## src/rtl/adc_twin_pkg.sv

```systemverilog
// Shared state encoding and frame constants for the ADC twin responder.
// Frame: start bit, CFG_BITS control bits, null bit, ADC_DATA_W data bits, optional TAIL_BITS tail.
package adc_twin_pkg;

    localparam int ADC_DATA_W = 12;
    localparam int CFG_BITS   = 3;
    localparam int TAIL_BITS  = 11;

    typedef enum logic [2:0] {
        IDLE,
        WAIT_START,
        CFG,
        NULL,
        DATA,
        TAIL,
        DRAIN
    } state_t;

endpackage

```

## src/rtl/adc_twin_sync_edge.sv

```systemverilog
// N-stage synchronizer with registered level and rise/fall pulses.
// Latency: pulses and level appear STAGES+1 clk after the pin edge.
// Backpressure: none; free-running sampler.
module adc_twin_sync_edge #(
    parameter int STAGES = 2
) (
    input  logic clk,
    input  logic rst,
    input  logic din,
    output logic lvl,
    output logic rise,
    output logic fall
);

    logic [STAGES-1:0] sync_q, sync_d;
    logic              prev_q, prev_d;
    logic              rise_q, rise_d;
    logic              fall_q, fall_d;

    // Extra prev stage keeps level and pulses time-aligned for the consumer.
    always_comb begin
        sync_d = {sync_q[STAGES-2:0], din};
        prev_d = sync_q[STAGES-1];
        rise_d = sync_q[STAGES-1] & ~prev_q;
        fall_d = ~sync_q[STAGES-1] & prev_q;
    end

    always_ff @(posedge clk) begin
        if (rst) begin
            sync_q <= '0;
            prev_q <= 1'b0;
            rise_q <= 1'b0;
            fall_q <= 1'b0;
        end else begin
            sync_q <= sync_d;
            prev_q <= prev_d;
            rise_q <= rise_d;
            fall_q <= fall_d;
        end
    end

    assign lvl  = prev_q;
    assign rise = rise_q;
    assign fall = fall_q;

endmodule

```

## src/rtl/adc_twin_responder.sv

```systemverilog
// SPI-slave twin of the 2-channel ADC; ADC_TWIN_FAULT_EN adds stuck-at bit injection.
// Latency: miso updates SYNC_STAGES+2 clk after each sclk falling pin edge.
// Backpressure: none; the reader owns sclk pacing, cs_n rise aborts or completes a frame.
module adc_twin_responder
    import adc_twin_pkg::*;
#(
    parameter int DATA_W      = ADC_DATA_W,
    parameter int SYNC_STAGES = 2
) (
    input  logic              clk,
    input  logic              rst,
    input  logic              cs_n,
    input  logic              sclk,
    input  logic              mosi,
    output logic              miso,
    output logic              miso_oe,
    input  logic [DATA_W-1:0] ch0_val,
    input  logic [DATA_W-1:0] ch1_val,
`ifdef ADC_TWIN_FAULT_EN
    input  logic [DATA_W-1:0] fault_mask,
    input  logic [DATA_W-1:0] fault_val,
`endif
    output logic              cfg_sgl,
    output logic              cfg_odd,
    output logic              cfg_msbf,
    output logic [DATA_W-1:0] held_word,
    output logic              xfer_done,
    output logic              frame_err
);

    localparam int CNT_W = $clog2(DATA_W);

    logic cs_lvl, cs_rise, cs_fall;
    logic sclk_lvl, sclk_rise_raw, sclk_fall_raw;
    logic mosi_lvl, mosi_rise, mosi_fall;
    logic sclk_rise, sclk_fall;
    logic unused_edges;

    adc_twin_sync_edge #(.STAGES(SYNC_STAGES)) u_sync_cs (
        .clk  (clk),
        .rst  (rst),
        .din  (cs_n),
        .lvl  (cs_lvl),
        .rise (cs_rise),
        .fall (cs_fall)
    );

    adc_twin_sync_edge #(.STAGES(SYNC_STAGES)) u_sync_sclk (
        .clk  (clk),
        .rst  (rst),
        .din  (sclk),
        .lvl  (sclk_lvl),
        .rise (sclk_rise_raw),
        .fall (sclk_fall_raw)
    );

    adc_twin_sync_edge #(.STAGES(SYNC_STAGES)) u_sync_mosi (
        .clk  (clk),
        .rst  (rst),
        .din  (mosi),
        .lvl  (mosi_lvl),
        .rise (mosi_rise),
        .fall (mosi_fall)
    );

    // sclk only counts while the reader holds chip select.
    assign sclk_rise    = sclk_rise_raw & ~cs_lvl;
    assign sclk_fall    = sclk_fall_raw & ~cs_lvl;
    assign unused_edges = sclk_lvl ^ mosi_rise ^ mosi_fall;

    state_t            state_q, state_d;
    logic [CNT_W-1:0]  cnt_q, cnt_d;
    logic [DATA_W-1:0] ch0_cap_q, ch0_cap_d;
    logic [DATA_W-1:0] ch1_cap_q, ch1_cap_d;
    logic [DATA_W-1:0] held_q, held_d;
    logic              sgl_q, sgl_d;
    logic              odd_q, odd_d;
    logic              msbf_q, msbf_d;
    logic              miso_q, miso_d;
    logic              oe_q, oe_d;
    logic              done_q, done_d;
    logic              err_q, err_d;

    logic [DATA_W-1:0] sel_word;
    logic [DATA_W-1:0] final_word;

    // Differential modes saturate at zero instead of wrapping.
    always_comb begin
        sel_word = ch0_cap_q;
        if (sgl_q) begin
            sel_word = odd_q ? ch1_cap_q : ch0_cap_q;
        end else if (!odd_q) begin
            sel_word = (ch0_cap_q > ch1_cap_q) ? (ch0_cap_q - ch1_cap_q) : '0;
        end else begin
            sel_word = (ch1_cap_q > ch0_cap_q) ? (ch1_cap_q - ch0_cap_q) : '0;
        end
    end

`ifdef ADC_TWIN_FAULT_EN
    assign final_word = (sel_word & ~fault_mask) | (fault_val & fault_mask);
`else
    assign final_word = sel_word;
`endif

    always_comb begin
        state_d   = state_q;
        cnt_d     = cnt_q;
        ch0_cap_d = ch0_cap_q;
        ch1_cap_d = ch1_cap_q;
        held_d    = held_q;
        sgl_d     = sgl_q;
        odd_d     = odd_q;
        msbf_d    = msbf_q;
        miso_d    = miso_q;
        oe_d      = oe_q;
        done_d    = 1'b0;
        err_d     = 1'b0;

        if (cs_rise && (state_q != IDLE)) begin
            // End of frame wins over any sclk edge seen in the same clk.
            state_d = IDLE;
            miso_d  = 1'b0;
            oe_d    = 1'b0;
            if (state_q == DRAIN) begin
                done_d = 1'b1;
            end else if (state_q != WAIT_START) begin
                err_d = 1'b1;
            end
        end else begin
            case (state_q)
                IDLE: begin
                    if (cs_fall) begin
                        state_d = WAIT_START;
                    end
                end
                WAIT_START: begin
                    if (sclk_rise && mosi_lvl) begin
                        ch0_cap_d = ch0_val;
                        ch1_cap_d = ch1_val;
                        held_d    = ch0_val;
                        cnt_d     = '0;
                        state_d   = CFG;
                    end
                end
                CFG: begin
                    if (sclk_rise) begin
                        cnt_d = cnt_q + CNT_W'(1);
                        if (cnt_q == CNT_W'(0)) begin
                            sgl_d = mosi_lvl;
                        end else if (cnt_q == CNT_W'(1)) begin
                            odd_d = mosi_lvl;
                        end else if (cnt_q == CNT_W'(CFG_BITS - 1)) begin
                            msbf_d  = mosi_lvl;
                            held_d  = final_word;
                            state_d = NULL;
                        end
                    end
                end
                NULL: begin
                    if (sclk_fall) begin
                        oe_d    = 1'b1;
                        miso_d  = 1'b0;
                        cnt_d   = CNT_W'(DATA_W - 1);
                        state_d = DATA;
                    end
                end
                DATA: begin
                    if (sclk_fall) begin
                        miso_d = held_q[cnt_q];
                        if (cnt_q == '0) begin
                            cnt_d   = CNT_W'(1);
                            state_d = msbf_q ? DRAIN : TAIL;
                        end else begin
                            cnt_d = cnt_q - CNT_W'(1);
                        end
                    end
                end
                TAIL: begin
                    if (sclk_fall) begin
                        miso_d = held_q[cnt_q];
                        if (cnt_q == CNT_W'(TAIL_BITS)) begin
                            state_d = DRAIN;
                        end else begin
                            cnt_d = cnt_q + CNT_W'(1);
                        end
                    end
                end
                DRAIN: begin
                    if (sclk_fall) begin
                        miso_d = 1'b0;
                    end
                end
                default: begin
                    state_d = IDLE;
                end
            endcase
        end
    end

    always_ff @(posedge clk) begin
        if (rst) begin
            state_q   <= IDLE;
            cnt_q     <= '0;
            ch0_cap_q <= '0;
            ch1_cap_q <= '0;
            held_q    <= '0;
            sgl_q     <= 1'b0;
            odd_q     <= 1'b0;
            msbf_q    <= 1'b0;
            miso_q    <= 1'b0;
            oe_q      <= 1'b0;
            done_q    <= 1'b0;
            err_q     <= 1'b0;
        end else begin
            state_q   <= state_d;
            cnt_q     <= cnt_d;
            ch0_cap_q <= ch0_cap_d;
            ch1_cap_q <= ch1_cap_d;
            held_q    <= held_d;
            sgl_q     <= sgl_d;
            odd_q     <= odd_d;
            msbf_q    <= msbf_d;
            miso_q    <= miso_d;
            oe_q      <= oe_d;
            done_q    <= done_d;
            err_q     <= err_d;
        end
    end

    assign miso      = miso_q;
    assign miso_oe   = oe_q;
    assign cfg_sgl   = sgl_q;
    assign cfg_odd   = odd_q;
    assign cfg_msbf  = msbf_q;
    assign held_word = held_q;
    assign xfer_done = done_q;
    assign frame_err = err_q;

endmodule

```

## config.mk

```make
export PLATFORM = sky130hd
export DESIGN_NAME = adc_twin_responder
export DESIGN_NICKNAME = d
export VERILOG_FILES = /design/src/rtl/adc_twin_pkg.sv /design/src/rtl/adc_twin_sync_edge.sv /design/src/rtl/adc_twin_responder.sv
export SDC_FILE = /design/constraint.sdc
export NUM_CORES = 1
export LEC_CHECK = 0
export CAP_MARGIN = 15
export CORE_UTILIZATION = 50
export CTS_BUF_LIST = sky130_fd_sc_hd__clkbuf_8
export DETAILED_ROUTE_END_ITERATION = 16
export DONT_BUFFER_PORTS = 1
export GPL_TIMING_DRIVEN = 0
export HOLD_SLACK_MARGIN = 0.06
export MAX_ROUTING_LAYER = met4
export PLACE_DENSITY = 0.76
export SYNTH_ARGS = -nofsm -noshare
export SYNTH_HDL_FRONTEND = slang
export SYNTH_SLANG_ARGS = --single-unit
```

## constraint.sdc

```tcl
create_clock -name clk -period 6.75 [get_ports clk]
set_input_delay 2.025 -clock clk [delete_from_list [all_inputs] [get_ports clk]]
set_output_delay 2.025 -clock clk [all_outputs]
set_load 0.005 [all_outputs]
```

==> run_results.csv <==
group,metric,value,unit
logic_synthesis,yosys_register_bits,63,
global_route,grt_pass1_vias,3923,
sta,relSlewSlack,36.77,%
setup_path,reg2reg_depth,10,
setup_path,r2r_end,"held_word[11]$_SDFFE_PP0P_",
final_layout,insertedDiodeCount,0,
clock_network,clock-sinks,63,
final_layout,finish.utilization,55.68,%
global_route,antenna_found_initial,0,
sta,min_period_over_period,47.60,%
hold_path,worstHoldStart,"u_sync_sclk.lvl$_SDFF_PP0_",
place,gp_congestion,0.9281,
route,ant_nets,0,
power_and_ir_drop,vdd_drop_max,135.9,uV
hold_path,worstHoldEndpoint,"u_sync_sclk.rise$_SDFF_PP0_",
sta,setup_viol,0,
final_layout,multi_input_area,2855,sq um
global_route,grt_overflow,0,
final_layout,layout-drive-gt1-share,8.418,%
route,route.detailed.drc,0,
logic_synthesis,yosys_warnings,0,
sta,drv_slew,0,
logic_synthesis,syn_inst,578,
logic_synthesis,yosysUniqueCellTypes,68,
setup_path,path_class,"register to register",
power_and_ir_drop,p_leak,1.771,nW
sta,final.setup_skew,0.01078,ns
floorplanning,io_pins,48,
power_and_ir_drop,p_per_area,201.1,nW/um^2
global_route,grt_max_degree,14,
clock_network,postCtsSetupRepairBufs,0,
route,avgViaCountPerCell,6.326,
floorplanning,rows,34,
sta,timing.fmax,311.2,MHz
floorplanning,fp.dieW,96.59,um
route,first_iter_violations,421,
clock_network,clkTransAtPathRegs,0.08,ns
sta,tns,0,ns
route,first_pass_iters,5,
floorplanning,initial_core_util,51.54,%
clock_network,htreeDepth,3,
floorplanning,die_area,9329,sq um
setup_path,worstSetupStartpointType,"register",
sta,tightest_slew,0.9398,ns
hold_path,hp-class,"register to register",
logic_synthesis,synth_area_leaders,"dfxtp_1 28%, ha_1 8.1%, nand2_1 6.5%",
run,drv_cap,0,
clock_network,ctsRootBufferMaster,"clkbuf_8",
clock_network,cts_made_buffers,9,
final_layout,most-common-layout-cells,"78 x nand2_1, 63 x dfxtp_1, 58 x a21oi_1",
hold_path,min_path_cells,1,
clock_network,cts_buffer_depth,2,
logic_synthesis,ys_seq_area_share,28.20,%
global_route,grtUsageTotal,30.15,%
setup_path,worstPathRequired,6.97,ns
setup_path,r2r_slack,3.54,ns
route,wl_per_cell,19.18,um
setup_path,worstPathMaxFanout,10,
sta,holdWs,0.4038,ns
logic_synthesis,syn-cell-area,4473,sq um
logic_synthesis,synth_flop_cell,"dfxtp_1",
final_layout,final_common_cell,"nand2_1",
logic_synthesis,synth_area_leader_cell,"dfxtp_1",
place,port_buffers,0,
global_route,grt_pass1_wl,20.23,mm
sta,hold_violations,0,
logic_synthesis,yosysTopAreaCellShare,28.20,%
final_layout,nets,649,
setup_path,cp-end-kind,"register",
clock_network,post_cts_resized,0,
run_status,status,"finished, final reports clean",
setup_path,arrival,3.44,ns
place,dp_cells,686,
logic_synthesis,synth_edf_count,0,
final_layout,layout.cells.non_filler,702,
floorplanning,core,8678,sq um
clock_network,cts_hold_buf,0,
final_layout,seqCellArea,1261,sq um
logic_synthesis,synth_nets,638,
logic_synthesis,async_flop_share,0,%
setup_path,r2r_start,"cnt_q[0]$_SDFFE_PP0P_",
route,num_vias,4441,
floorplanning,die_y,96.59,um
route,routed_wl,13.47,mm
logic_synthesis,syn-mean-instance-area,7.739,sq um
sta,fin_crit,3.213,ns
final_layout,area_growth,8.028,%
final_layout,fillCellCount,825,
clock_network,clk_latency,0.35,ns
place,dp_hpwl,10.39,mm
sta,rsz0062_at_grt,"no",
clock_network,cts_tree,"yes",
[per-layer routing]
metal  vias to the layer above  global-route usage [%]  part of all wire (%)
met5                         -                       -                     0
met2                       222                   44.78                    44
met3                        32                   8.685                    11
li1                       2089                       -                     -
met4                         0                   10.54                   2.6
met1                      2098                   39.01                    42
[cells in the mapped netlist (3+ instances only)]
cell type  count
nand3b_1       3
nand2_1       78
a31oi_1        6
a32oi_1        3
or2_2          3
a211o_1        6
nand4_1        4
a21o_1         8
o21a_1         8
a211oi_1       7
a221oi_1       6
o211ai_1       3
nand2b_1       9
nor2b_1       25
buf_6          6
o22ai_1        4
inv_1         46
or3_1          5
dfxtp_1       63
buf_2          6
a21oi_1       58
mux4_2         3
nor2_1        39
mux2i_1       11
ha_1          29
nor3_1        11
and3_1         3
clkbuf_1      20
o21bai_1       3
o221ai_1       5
o21ai_0       29
a311oi_1       6
o31ai_1        3
a22oi_1        4
nand3_1        9
[worst max-delay path by stage]
stage / endpoint / slack [ns] / startpoint / depth (start not counted)
global route: held_word[9]$_SDFFE_PP0P_ / 3.38 / cnt_q[0]$_SDFFE_PP0P_ / 11
detailed placement: held_word[3]$_SDFFE_PP0P_ / 3.51 / rst / 3
floorplan: held_word[3]$_SDFFE_PP0P_ / 3.94 / rst / 3
global placement: held_word[3]$_SDFFE_PP0P_ / 3.51 / rst / 3
finish: held_word[11]$_SDFFE_PP0P_ / 3.54 / cnt_q[0]$_SDFFE_PP0P_ / 10
CTS: held_word[11]$_SDFFE_PP0P_ / 3.64 / cnt_q[0]$_SDFFE_PP0P_ / 10
[cells by family (layout without fill, tap and decap cells)]
kind of cell,Yosys count,count (layout),share of synthesized area (%)
AO/OA/AOI/OAI,188,188,28.84
multiplexers,14,14,3.972
flip-flops,63,63,28.20
buffers and inverters,80,96,7.972
AND/OR/NAND/NOR,202,202,22.01
adder cells (fa/ha/maj),31,31,9.007
[worst max-delay path, stage by stage (launching register included)]
cell and delay [ns]:
dfxtp_1 0.48, clkbuf_1 0.38, inv_1 0.15, ha_1 0.26, nor3_2 0.19, a311o_1 0.22, a21oi_2 0.08, nor4_4 0.51
nand3_1 0.25, a2111oi_0 0.49, a211oi_1 0.08
[flip-flops by register name, summed over array words and instances (netlist names), 2 cells and up]
register            count
u_sync_cs.sync_q        2
cnt_q                   4
u_sync_mosi.sync_q      2
held_word              12
u_sync_sclk.sync_q      2
ch1_cap_q              12
state_q                 3
ch0_cap_q              12
[final cells by class]
cell class              instances  share of cell area [%]
flip-flops and latches         63                   26.10
clock inverters                 7                   2.071
clock buffers                   9                   2.563
multi-input cells             435                   59.09
well taps                     108                   2.796
plain buffers                  34                   3.806
inverters                      46                   3.573
[metrics by stage]
step                power [mW]  area [sq um]  setup slack, ns
finish                  0.9715          4832            3.537
global route             1.007          4832            3.379
CTS                     0.9670          4832            3.636
detailed placement      0.5951          4608            3.510
global placement        0.5912          4608            3.508
floorplan               0.5494          4473            3.938
[where the power goes]
part	switching, mW	internal [mW]	total (mW)
logic	0.104	0.0697	0.174
registers	0.0266	0.393	0.419
clock network	0.166	0.212	0.378
Power figures use the tool's default switching activity.
